File: config.mk
export PLATFORM = sky130hd
export DESIGN_NAME = pixel_pair_tx
export DESIGN_NICKNAME = d
export VERILOG_FILES = /design/src/rtl/pixel_pair_tx_pkg.sv /design/src/rtl/pixel_raster_cnt.sv /design/src/rtl/pixel_pair_tx.sv
export SDC_FILE = /design/constraint.sdc
export NUM_CORES = 1
export LEC_CHECK = 0
export ABC_AREA = 0
export CAP_MARGIN = 10
export CORE_MARGIN = 2
export CORE_UTILIZATION = 49
export CTS_BUF_LIST = sky130_fd_sc_hd__clkbuf_4 sky130_fd_sc_hd__clkbuf_8
export CTS_CLUSTER_SIZE = 10
export DETAILED_ROUTE_END_ITERATION = 8
export DONT_BUFFER_PORTS = 1
export PLACE_DENSITY = 0.7
export SYNTH_ARGS = -nofsm -noshare
export SYNTH_HDL_FRONTEND = slang
export SYNTH_SLANG_ARGS = --single-unit
File: constraint.sdc
create_clock -name clk_pixl -period 5.6 [get_ports clk_pixl]
set_input_delay 1.12 -clock clk_pixl [delete_from_list [all_inputs] [get_ports clk_pixl]]
set_output_delay 1.12 -clock clk_pixl [all_outputs]
set_load 0.02 [all_outputs]
File: src/rtl/pixel_pair_tx_pkg.sv
// Shared types and constants for the pixel pair transmitter.
// No logic; no latency.
// No flow control of its own.
package pixel_pair_tx_pkg;

    // Frame generator states
    typedef enum logic [1:0] {
        ST_IDLE   = 2'd0,
        ST_ACTIVE = 2'd1,
        ST_HBLANK = 2'd2,
        ST_VBLANK = 2'd3
    } state_t;

    // Default raster geometry (640x480 active area)
    localparam int DEF_H_ACT   = 640;
    localparam int DEF_V_ACT   = 480;
    localparam int DEF_H_BLANK = 16;
    localparam int DEF_V_BLANK = 64;

    // Counter widths
    localparam int COORD_W = 10;
    localparam int BLANK_W = 16;
    localparam int STALL_W = 16;
    localparam logic [STALL_W-1:0] STALL_MAX = 16'hFFFF;

    // RGB565 field positions within a 16-bit source word
    localparam int RGB_R_MSB = 15;
    localparam int RGB_R_LSB = 11;
    localparam int RGB_G_MSB = 10;
    localparam int RGB_G_LSB = 5;
    localparam int RGB_B_MSB = 4;
    localparam int RGB_B_LSB = 0;

    typedef struct packed {
        logic [4:0] r;
        logic [5:0] g;
        logic [4:0] b;
    } rgb565_t;

    // Split a raw RGB565 word into its colour fields
    function automatic rgb565_t split_rgb565(input logic [15:0] d);
        rgb565_t px;
        px.r = d[RGB_R_MSB:RGB_R_LSB];
        px.g = d[RGB_G_MSB:RGB_G_LSB];
        px.b = d[RGB_B_MSB:RGB_B_LSB];
        return px;
    endfunction

endpackage

File: src/rtl/pixel_raster_cnt.sv
// Raster position (x/y) and blanking-interval counters with end-of-line/frame flags.
// Flags are combinational from registered counters; counters update one cycle after a step.
// No backpressure; advances only when told to step or while blanking.
module pixel_raster_cnt
    import pixel_pair_tx_pkg::*;
#(
    parameter int H_ACT   = DEF_H_ACT,
    parameter int V_ACT   = DEF_V_ACT,
    parameter int H_BLANK = DEF_H_BLANK,
    parameter int V_BLANK = DEF_V_BLANK
) (
    input  logic               i_clk,
    input  logic               i_rst_n,
    input  logic               i_step,
    input  logic               i_blank_h,
    input  logic               i_blank_v,
    output logic [COORD_W-1:0] o_x,
    output logic [COORD_W-1:0] o_y,
    output logic               o_eol,
    output logic               o_last,
    output logic               o_blank_done
);

    logic [COORD_W-1:0] r_x;
    logic [COORD_W-1:0] r_y;
    logic [BLANK_W-1:0] r_blank;
    logic               w_eol;
    logic               w_last_line;

    assign w_eol       = (r_x == COORD_W'(H_ACT - 1));
    assign w_last_line = (r_y == COORD_W'(V_ACT - 1));

    // Advance the raster position on each transfer; wrap at end of line and end of frame
    always_ff @(posedge i_clk or negedge i_rst_n) begin
        if (!i_rst_n) begin
            r_x <= '0;
            r_y <= '0;
        end else if (i_step) begin
            if (w_eol) begin
                r_x <= '0;
                r_y <= w_last_line ? '0 : r_y + 1'b1;
            end else begin
                r_x <= r_x + 1'b1;
            end
        end
    end

    // Count cycles spent blanking; parked at zero otherwise so every interval starts fresh
    always_ff @(posedge i_clk or negedge i_rst_n) begin
        if (!i_rst_n) begin
            r_blank <= '0;
        end else if (i_blank_h || i_blank_v) begin
            r_blank <= r_blank + 1'b1;
        end else begin
            r_blank <= '0;
        end
    end

    assign o_x          = r_x;
    assign o_y          = r_y;
    assign o_eol        = w_eol;
    assign o_last       = w_eol && w_last_line;
    assign o_blank_done = (i_blank_h && (r_blank == BLANK_W'(H_BLANK - 1))) ||
                          (i_blank_v && (r_blank == BLANK_W'(V_BLANK - 1)));

endmodule

File: src/rtl/pixel_pair_tx.sv
// Joins DVI and CCD RGB565 streams into a rastered pixel-pair output with coordinates.
// Output registered: pixel appears exactly 1 cycle after the joint transfer.
// Both sources are readied together only when both are valid in ACTIVE; a lone valid source waits.
module pixel_pair_tx
    import pixel_pair_tx_pkg::*;
#(
    parameter int H_ACT   = DEF_H_ACT,
    parameter int V_ACT   = DEF_V_ACT,
    parameter int H_BLANK = DEF_H_BLANK,
    parameter int V_BLANK = DEF_V_BLANK
) (
    input  logic                clk_pixl,
    input  logic                reset,
    input  logic                enable_i,
    input  logic                dvi_valid_i,
    output logic                dvi_ready_o,
    input  logic [15:0]         dvi_rgb_i,
    input  logic                ccd_valid_i,
    output logic                ccd_ready_o,
    input  logic [15:0]         ccd_rgb_i,
    output logic                valid_o,
    output logic [COORD_W-1:0]  syncX_o,
    output logic [COORD_W-1:0]  syncY_o,
    output logic [4:0]          DVI_R_o,
    output logic [5:0]          DVI_G_o,
    output logic [4:0]          DVI_B_o,
    output logic [4:0]          CCD_R_o,
    output logic [5:0]          CCD_G_o,
    output logic [4:0]          CCD_B_o,
    output logic                frame_done_o,
    output logic [STALL_W-1:0]  stall_cnt_o
);

    state_t              r_state;
    state_t              w_state_d;
    logic                w_xfer;
    logic                w_blank_h;
    logic                w_blank_v;
    logic                w_stall;
    logic                w_frame_start;
    logic [COORD_W-1:0]  w_x;
    logic [COORD_W-1:0]  w_y;
    logic                w_eol;
    logic                w_last;
    logic                w_blank_done;

    logic                r_valid;
    logic                r_frame_done;
    logic                r_first_act;
    logic [COORD_W-1:0]  r_sync_x;
    logic [COORD_W-1:0]  r_sync_y;
    rgb565_t             r_dvi_px;
    rgb565_t             r_ccd_px;
    logic [STALL_W-1:0]  r_stall;

    pixel_raster_cnt #(
        .H_ACT   (H_ACT),
        .V_ACT   (V_ACT),
        .H_BLANK (H_BLANK),
        .V_BLANK (V_BLANK)
    ) u_raster (
        .i_clk        (clk_pixl),
        .i_rst_n      (reset),
        .i_step       (w_xfer),
        .i_blank_h    (w_blank_h),
        .i_blank_v    (w_blank_v),
        .o_x          (w_x),
        .o_y          (w_y),
        .o_eol        (w_eol),
        .o_last       (w_last),
        .o_blank_done (w_blank_done)
    );

    // State register
    always_ff @(posedge clk_pixl or negedge reset) begin
        if (!reset) begin
            r_state <= ST_IDLE;
        end else begin
            r_state <= w_state_d;
        end
    end

    // Next state, join handshake and blanking control
    always_comb begin
        w_state_d = r_state;
        w_xfer    = 1'b0;
        w_blank_h = 1'b0;
        w_blank_v = 1'b0;
        case (r_state)
            ST_IDLE: begin
                if (enable_i) begin
                    w_state_d = ST_ACTIVE;
                end
            end
            ST_ACTIVE: begin
                w_xfer = dvi_valid_i && ccd_valid_i;
                if (w_xfer && w_last) begin
                    w_state_d = ST_VBLANK;
                end else if (w_xfer && w_eol) begin
                    w_state_d = ST_HBLANK;
                end
            end
            ST_HBLANK: begin
                w_blank_h = 1'b1;
                if (w_blank_done) begin
                    w_state_d = ST_ACTIVE;
                end
            end
            ST_VBLANK: begin
                w_blank_v = 1'b1;
                // enable_i is only sampled here, so dropping it mid-frame lets the frame finish
                if (w_blank_done) begin
                    w_state_d = enable_i ? ST_ACTIVE : ST_IDLE;
                end
            end
            default: begin
                w_state_d = ST_IDLE;
            end
        endcase
    end

    assign dvi_ready_o   = w_xfer;
    assign ccd_ready_o   = w_xfer;
    assign w_stall       = (r_state == ST_ACTIVE) && !w_xfer;
    assign w_frame_start = ((r_state == ST_IDLE) || (r_state == ST_VBLANK)) &&
                           (w_state_d == ST_ACTIVE);

    // Register the joined pixel and its coordinates; hold them between transfers
    always_ff @(posedge clk_pixl or negedge reset) begin
        if (!reset) begin
            r_valid      <= 1'b0;
            r_frame_done <= 1'b0;
            r_sync_x     <= '0;
            r_sync_y     <= '0;
            r_dvi_px     <= '0;
            r_ccd_px     <= '0;
        end else begin
            r_valid      <= w_xfer;
            r_frame_done <= w_xfer && w_last;
            if (w_xfer) begin
                r_sync_x <= w_x;
                r_sync_y <= w_y;
                r_dvi_px <= split_rgb565(dvi_rgb_i);
                r_ccd_px <= split_rgb565(ccd_rgb_i);
            end
        end
    end

    // Per-frame stall counter: restarts on the first ACTIVE cycle of a frame, saturates at max
    always_ff @(posedge clk_pixl or negedge reset) begin
        if (!reset) begin
            r_first_act <= 1'b0;
            r_stall     <= '0;
        end else begin
            r_first_act <= w_frame_start;
            if (r_first_act) begin
                r_stall <= w_stall ? STALL_W'(1) : '0;
            end else if (w_stall && (r_stall != STALL_MAX)) begin
                r_stall <= r_stall + 1'b1;
            end
        end
    end

    assign valid_o      = r_valid;
    assign frame_done_o = r_frame_done;
    assign syncX_o      = r_sync_x;
    assign syncY_o      = r_sync_y;
    assign DVI_R_o      = r_dvi_px.r;
    assign DVI_G_o      = r_dvi_px.g;
    assign DVI_B_o      = r_dvi_px.b;
    assign CCD_R_o      = r_ccd_px.r;
    assign CCD_G_o      = r_ccd_px.g;
    assign CCD_B_o      = r_ccd_px.b;
    assign stall_cnt_o  = r_stall;

endmodule

# Word level (Yosys, flattened, before mapping)
# Cells that the tools add are included.
[op_classes]
addsub = 4
n_eq_ne = 9
muxes = 16
reduce_logical = 17
[op_table]
columns = ["cell", "n"]
rows = [
  ["$mux W16", 3],
  ["$add A16 B1 Y16 const B", 2],
  ["$add A10 B1 Y10 const B", 2],
  ["$mux W10", 2],
  ["$eq A16 B4 Y1 const B", 1],
  ["$eq A16 B6 Y1 const B", 1],
  ["$ne A16 B16 Y1 const B", 1],
  ["$eq A10 B10 Y1 const B", 1],
  ["$eq A10 B9 Y1 const B", 1],
  ["$logic_and A1 B1 Y1", 10],
  ["$mux W2", 5],
  ["$pmux W2 S4", 1],
  ["$mux W1", 5],
  ["$eq A2 B1 Y1 const B", 2],
  ["$eq A2 B2 Y1 const B", 2],
  ["$logic_or A1 B1 Y1", 3],
  ["$logic_not A2 Y1", 1],
  ["$reduce_and A2 Y1", 1],
  ["$reduce_bool A2 Y1", 1],
  ["$logic_not A1 Y1", 1],
]
[word_totals]
regBits = 109
out_inout_bits = 72

# Logic depth before layout (Yosys ltp)
# Gate-level depths: netlist of the first run.
[logic_depth]
word_depth = 8
mapped_depth = 8

# By module
# From an unflattened synthesis of the first run, not the netlist that was laid out.
[unflattened]
hier_cells = 533
hier_area_um2 = 4939.7
[modules_own_cells]
columns = ["mod", "n_inst", "cells_per_inst", "area_per_inst_um2", "seq_area_each_um2"]
rows = [
  ["pixel_pair_tx", 1, 351, 3149.3, 1826.8],
  ["pixel_raster_cnt", 1, 182, 1790.5, 900.9],
]

# Worst setup path before layout of the first run
# Ideal clock, no wire load.
[synth_timing]
path_kind = "input to output"
start = "input port dvi_valid_i"
end = "output port dvi_ready_o"
arrival_time_ps = 2079
setup_slack_ps = 2401
stages = 4
n_path_buf = 2
path_cell_list = "nand3_2 -> inv_2 -> clkbuf_1 -> buf_4"
[synth_via]
elab_chain_cells = 2
[synth_rtl]
columns = ["item", "line_no", "source"]
rows = [
  ["start: declaration", "pixel_pair_tx.sv:15", "input logic dvi_valid_i,"],
  ["$logic_and A1 B1 Y1", "pixel_pair_tx.sv:96", "w_xfer = dvi_valid_i && ccd_valid_i;"],
  ["$mux W1", "pixel_pair_tx.sv:89", "case (r_state)"],
  ["end: declaration", "pixel_pair_tx.sv:16", "output logic dvi_ready_o,"],
]
# Every way passes these cells.

# Worst setup path after layout of the first run
[layout_timing]
start = "register r_state[1]"
end = "output port ccd_ready_o"
[layout_via]
elab_chain_cells = 2
[layout_rtl]
columns = ["item", "line_no", "source"]
rows = [
  ["start: declaration", "pixel_pair_tx.sv:34", "state_t r_state;"],
  ["start signal: assignment", "pixel_pair_tx.sv:79", "r_state <= w_state_d;"],
  ["$eq A2 B1 Y1", "pixel_pair_tx.sv:89", ""],
  ["$mux W1", "pixel_pair_tx.sv:89", ""],
  ["end: declaration", "pixel_pair_tx.sv:19", "output logic ccd_ready_o,"],
]
# Every way passes these cells.

==> results.json, run 1 <==
{
  "finalHoldViolCount": 0,
  "drt-initial-drc-count": 154,
  "required_ps": 4480,
  "p_int_mw": 1.129,
  "antenna_found_initial": 0,
  "rr_worst_depth": 8,
  "n_antenna_cell": 0,
  "relSlewSlack": 0.2866,
  "fmax_ghz": 0.3347,
  "tightest_slew_ps": 1066,
  "routed_via_density": 5.268,
  "path_max_fanout": 37,
  "grt_max_degree": 110,
  "grt_usage": 0.1905,
  "fin_crit_sh": 0.5335,
  "ys_dominant_reg_cell": "dfrtp_1",
  "path_depth": 4,
  "stdcell_count": 654,
  "cap_violations": 0,
  "placedCellCount": 639,
  "setup_viol_count_final": 0,
  "cts_tree": "built",
  "die_w_um": 103.6,
  "numCtsBuffers": 9,
  "fill_cells": 897,
  "core_um2": 9684,
  "rsz0062_at_grt": "no",
  "reg2reg_to": "u_raster.o_y[8]",
  "start_util": 0.5014,
  "cts_hold_buf": 0,
  "drc": 0,
  "hp-class": "in -> async",
  "p_leak_nw": 2.466,
  "multi_input_area_um2": 2006,
  "cp_slowest_cell": "inv_2",
  "pwr-share-clk": 0.263,
  "finalSetupTns_ps": 0,
  "vias": 3445,
  "cp-start-kind": "register",
  "grt_pass1_wl_mm": 16.73,
  "cts_resized": 0,
  "synth-seq-cells": 109,
  "comb_power_share": 0.096,
  "synth_edf_count": 0,
  "drv_slew": 0,
  "ir_worst_vdd_uv": 133.6,
  "postCtsSetupRepairBufs": 0,
  "numPortBuffers": 0,
  "synth_area_um2": 4856,
  "rows": 36,
  "grt-ovfl-total": 0,
  "die_area_um2": 10720,
  "place.gp.congestion": 0.7893,
  "worstSetupEndpointType": "output port",
  "drtPass1Iterations": 4,
  "fin_skew_ps": 14.39,
  "cp_data_arrival_time_ps": 1870,
  "ys_async_sr_fraction": 1.000,
  "clkTransAtPathRegs_ps": 110,
  "worst_path_dominant_cell_family": "buffers and inverters",
  "p_seq_frac": 0.641,
  "ys_seq_area_frac": 0.5617,
  "max_stage_delay_ps": 570,
  "first_global_vias": 3464,
  "cts_num_sinks": 109,
  "yosysWarnings": 0,
  "chipHeight_um": 103.6,
  "synth_fp_nets": 567,
  "insertion_delay_ps": 370,
  "path_buf_inv": 2,
  "syn_inst": 522,
  "r2r_slack_ps": 2880,
  "seq_area_um2": 2728,
  "setup.worst_path.class": "reg -> out",
  "p_sw_uw": 569.8,
  "status": "completed",
  "dp.final_hpwl_mm": 6.639,
  "postRouteAntennaNets": 0,
  "fin_crit_ps": 2988,
  "ys_types": 48,
  "crit_chain": "inv_1 -> ha_1 -> nand3_2 -> inv_2",
  "cts_max_level": 3,
  "cts_root_buf": "clkbuf_8",
  "cts.path.max_buffers": 2,
  "reg2reg_from": "r_state[1]",
  "nets": 562,
  "drive_above_1_share": 0.05182,
  "syn_to_final_growth_pct": 5.952,
  "wl_mm": 9.633,
  "ioPinCount": 109,
  "wl_per_cell_um": 14.73,
  "avgSynthCellArea_um2": 9.303,
  "switching_share": 0.3355,
  "powerDensity_nw_per_um2": 330.1
}
-- registers in the layout, summed over array words and instances, names as in the netlist, 2 cells and up --
name,count
CCD_B_o,5
CCD_G_o,6
CCD_R_o,5
DVI_B_o,5
DVI_G_o,6
DVI_R_o,5
r_state,2
stall_cnt_o,16
syncX_o,10
syncY_o,10
u_raster.o_x,10
u_raster.o_y,10
u_raster.r_blank,16
-- metrics by stage --
step                      area (um2)  total power, mW  hold WS (ps)  utilization  setup WS [ps]
after floorplan                 4856            1.209         432.9            -           2401
after global placement          4964            1.255         449.2       0.5125           2605
after detailed placement        4964            1.271         470.3       0.5125           2579
after CTS                       5145            1.718         411.7       0.5313           2589
after global routing            5145            1.790         404.1       0.5313           2492
final                           5145            1.699         438.1       0.5313           2612
-- routing by layer --
metal / vias to the layer above / global-route usage / wire length [um]
li1: 1693 / - / -
met1: 1673 / 0.2385 / 4158
met2: 70 / 0.3169 / 4809
met3: 9 / 0.05790 / 554
met4: 0 / 0.06371 / 110
met5: - / 0 / 0
-- worst register-to-register path: stages (launching register included) --
cell and delay, ps:
dfrtp_1 430, inv_1 100, ha_1 260, nand3_2 110
buf_4 320, nor4_4 710, nand2_2 150, or3_1 370
o31ai_2 180
-- worst max-delay path by stage --
stage	start	to	slack (ps)
6_report	r_state[1]	ccd_ready_o	2610
5_1_grt	r_state[1]	ccd_ready_o	2490
4_1_cts	r_state[1]	ccd_ready_o	2590
3_5_place_dp	dvi_valid_i	u_raster.o_y[8]	2580
3_3_place_gp	dvi_valid_i	u_raster.o_y[8]	2610
2_1_floorplan	dvi_valid_i	dvi_ready_o	2400
-- final cells by class --
| cell class | count | share of cell area |
|---|---|---|
| timing repair buffer | 2 | 0.002918 |
| tap | 133 | 0.03234 |
| clock inverter | 5 | 0.008512 |
| inverter | 13 | 0.009484 |
| clock buffer | 10 | 0.02675 |
| multi-input combinational | 382 | 0.3898 |
| sequential | 109 | 0.5302 |
-- cells in the mapped netlist, types with 3 or more instances --
cell / instances / area, um2
inv_1: 12 / 45.04
xor2_1: 18 / 157.7
nor4_1: 5 / 31.28
o21ai_0: 11 / 55.05
a21oi_1: 7 / 35.03
xnor2_1: 16 / 140.1
nand4_1: 9 / 56.30
a31oi_1: 3 / 18.77
nor3b_1: 3 / 22.52
nand3_1: 19 / 95.09
clkbuf_1: 13 / 48.80
or3_1: 3 / 18.77
nor3_1: 6 / 30.03
and3_1: 6 / 37.54
nor2_1: 41 / 153.9
ha_1: 8 / 100.1
dfrtp_1: 109 / 2728
nand3b_1: 3 / 22.52
nand2_1: 189 / 709.4
and4_1: 4 / 35.03
-- cells in the final DEF (no fill, tap or decap), types with 4 or more instances in the layout --
cell type  synthesis  final
and4_1             4      4
xnor2_1           16     16
clkbuf_8           0     10
nor3_1             6      6
and3_1             6      6
ha_1               8      8
nand3_1           19     19
inv_1             12     12
nor4_1             5      5
xor2_1            18     18
a21oi_1            7      7
o21ai_0           11     11
nand4_1            9      9
nor2_1            41     41
dfrtp_1          109    109
nand2_1          189    189
-- power groups by stage --
stage | Sequential, mW | Clock (mW) | Combinational, mW
2_1_floorplan | 1.07 | 0 | 0.142
3_3_place_gp | 1.10 | 0 | 0.157
3_5_place_dp | 1.10 | 0 | 0.166
4_1_cts | 1.09 | 0.462 | 0.166
5_1_grt | 1.10 | 0.493 | 0.193
6_report | 1.09 | 0.447 | 0.163
-- kinds of logic (layout without fill, tap and decap cells) --
kind of cell / count (synthesis) / in the layout / synth area share
xor gates and xnor gates: 34 / 34 / 0.06132
adders and majority gates: 8 / 8 / 0.02061
muxes: 1 / 1 / 0.002061
DFF: 109 / 109 / 0.5617
buffers and inverters: 31 / 30 / 0.02525
and+or+nand+nor: 302 / 302 / 0.2765
AOI/OAI and AO/OA: 37 / 37 / 0.05256
Power figures use the tool's default switching activity.
==> inputs of run 2 (changes only) <==
PLACE_DENSITY = 0.72   (was 0.7)
clock period = 2.5 ns   (was 5.6 ns; I/O delays follow)
==> run 2 against run 1 <==
The flow now finishes with violations (negative hold slack). Worst hold slack lost 630 ps. Combinational power grew 150%. Global-route usage shrank 0.19 points. Largest cell class unchanged.
==> results.json, run 2 (synthesis results as in run 1) <==
{
  "status": "finished with violations",
  "failed_checks": "negative hold slack",
  "cts_max_level": 3,
  "p_leak_nw": 2.483,
  "multi_input_area_um2": 2006,
  "wl_mm": 9.689,
  "rows": 36,
  "path_depth": 5,
  "path_buf_inv": 3,
  "wl_met2_mm": 4.627,
  "postRouteAntennaNets": 0,
  "grt_usage": 0.1886,
  "insertion_delay_ps": 380,
  "fin_skew_ps": 11.09,
  "numCtsBuffers": 9,
  "finalWorstSetupSlack_ps": 134.9,
  "crit_chain": "inv_1 -> ha_1 -> nand3_2 -> buf_4 -> inv_4",
  "drive_above_1_share": 0.06084,
  "seq_area_um2": 2728,
  "cts_tree": "built",
  "finalSetupTns_ps": 0,
  "syn_to_final_growth_pct": 6.880,
  "post-route-util": 0.5359,
  "drc": 0,
  "powerDensity_nw_per_um2": 733.7,
  "n_antenna_cell": 0,
  "fin_area_um2": 5190,
  "finalHoldViolCount": 109,
  "ir_worst_vdd_uv": 349.2,
  "pre_cts_slack_ps": 299.8,
  "grt-ovfl-total": 0,
  "first_global_vias": 3439,
  "max_stage_delay_ps": 420,
  "chipHeight_um": 103.6,
  "routed_via_density": 5.205,
  "grt_max_degree": 110,
  "cts.path.max_buffers": 2,
  "hp-class": "in -> async",
  "place.gp.congestion": 0.8254,
  "ioPinCount": 109,
  "setup_viol_count_final": 0,
  "rsz0062_at_grt": "no",
  "antenna_found_initial": 0,
  "drtPass1Iterations": 4,
  "die_area_um2": 10720,
  "fill_cells": 883,
  "core_um2": 9684,
  "final_cell_mix": "nand2_1, dfrtp_1, nor2_1, nand3_1, xor2_1",
  "rr_worst_depth": 7,
  "post_dp_cell_area_um2": 5006,
  "numPortBuffers": 0,
  "highest_layer": "met4",
  "required_ps": 2000,
  "nets": 566,
  "relSlewSlack": 0.6501,
  "start_util": 0.5014,
  "dp.final_hpwl_mm": 6.763,
  "postCtsSetupRepairBufs": 0,
  "die_w_um": 103.6,
  "final_common_cell": "nand2_1",
  "drt-initial-drc-count": 233,
  "setup.worst_path.class": "reg -> out",
  "cp_data_arrival_time_ps": 1870,
  "tightest_slew_ps": 524.9,
  "grt_pass1_wl_mm": 16.57,
  "drv_slew": 0,
  "cp-start-kind": "register",
  "vias": 3430,
  "fin_crit_ps": 2365,
  "hold_slack_ps": -187.6,
  "worst_path_dominant_cell_family": "buffers and inverters",
  "wl_met3_um": 667,
  "cp_slowest_cell": "dfrtp_1",
  "cts_num_sinks": 109,
  "path_max_fanout": 20,
  "met1Wirelength_mm": 4.194,
  "clkTransAtPathRegs_ps": 100,
  "fin_crit_sh": 0.9460,
  "cts_root_buf": "clkbuf_8",
  "worstSetupEndpointType": "output port",
  "cap_violations": 0,
  "wl_per_cell_um": 14.70,
  "fmax_ghz": 0.4228
}
==> run 2: area by class of cell <==
class / instances / share of cell area
repair buffers: 6 / 0.01109
inverters: 13 / 0.009884
flip-flops and latches: 109 / 0.5256
multi-input cells: 382 / 0.3865
well taps: 133 / 0.03206
clock buffers: 9 / 0.02387
clock inverters: 7 / 0.01109
==> run 2: repair_timing <==
action | CTS | global route
resized for setup | 1 | 0
endpoints found under the setup margin | 2 | 0
hold endpoints to repair | 109 | 109
==> run 2: layer usage <==
metal / GRT usage / vias up
met5: 0 / -
met4: 0.07529 / 0
met3: 0.05853 / 13
met2: 0.3108 / 76
met1: 0.2327 / 1644
li1: - / 1697
==> run 2: power breakdown <==
group | total (mW) | internal [mW] | leakage (nW) | switching, mW
logic | 0.405 | 0.173 | 0.960 | 0.232
clock network | 0.992 | 0.374 | 0.0877 | 0.617
registers | 2.41 | 1.97 | 1.43 | 0.436
==> run 2: stage by stage <==
stage          power [mW]  std cells
6_report            3.808        659
3_5_place_dp        2.860        643
2_1_floorplan       2.707        522
3_3_place_gp        2.827        643
5_1_grt             4.022        659
4_1_cts             3.859        659
==> run 2: path summary, 6_finish.rpt <==
check | from | endpoint | slack, ps
max | r_state[1] | ccd_ready_o | 130
min | reset | u_raster.r_blank[8] | -190
max reg2reg | r_state[1] | u_raster.o_y[8] | 260
min reg2reg | u_raster.r_blank[0] | u_raster.r_blank[0] | 470
max in group asynchronous | reset | CCD_R_o[4] | 2520
min in group clk_pixl | dvi_rgb_i[8] | DVI_G_o[3] | 220
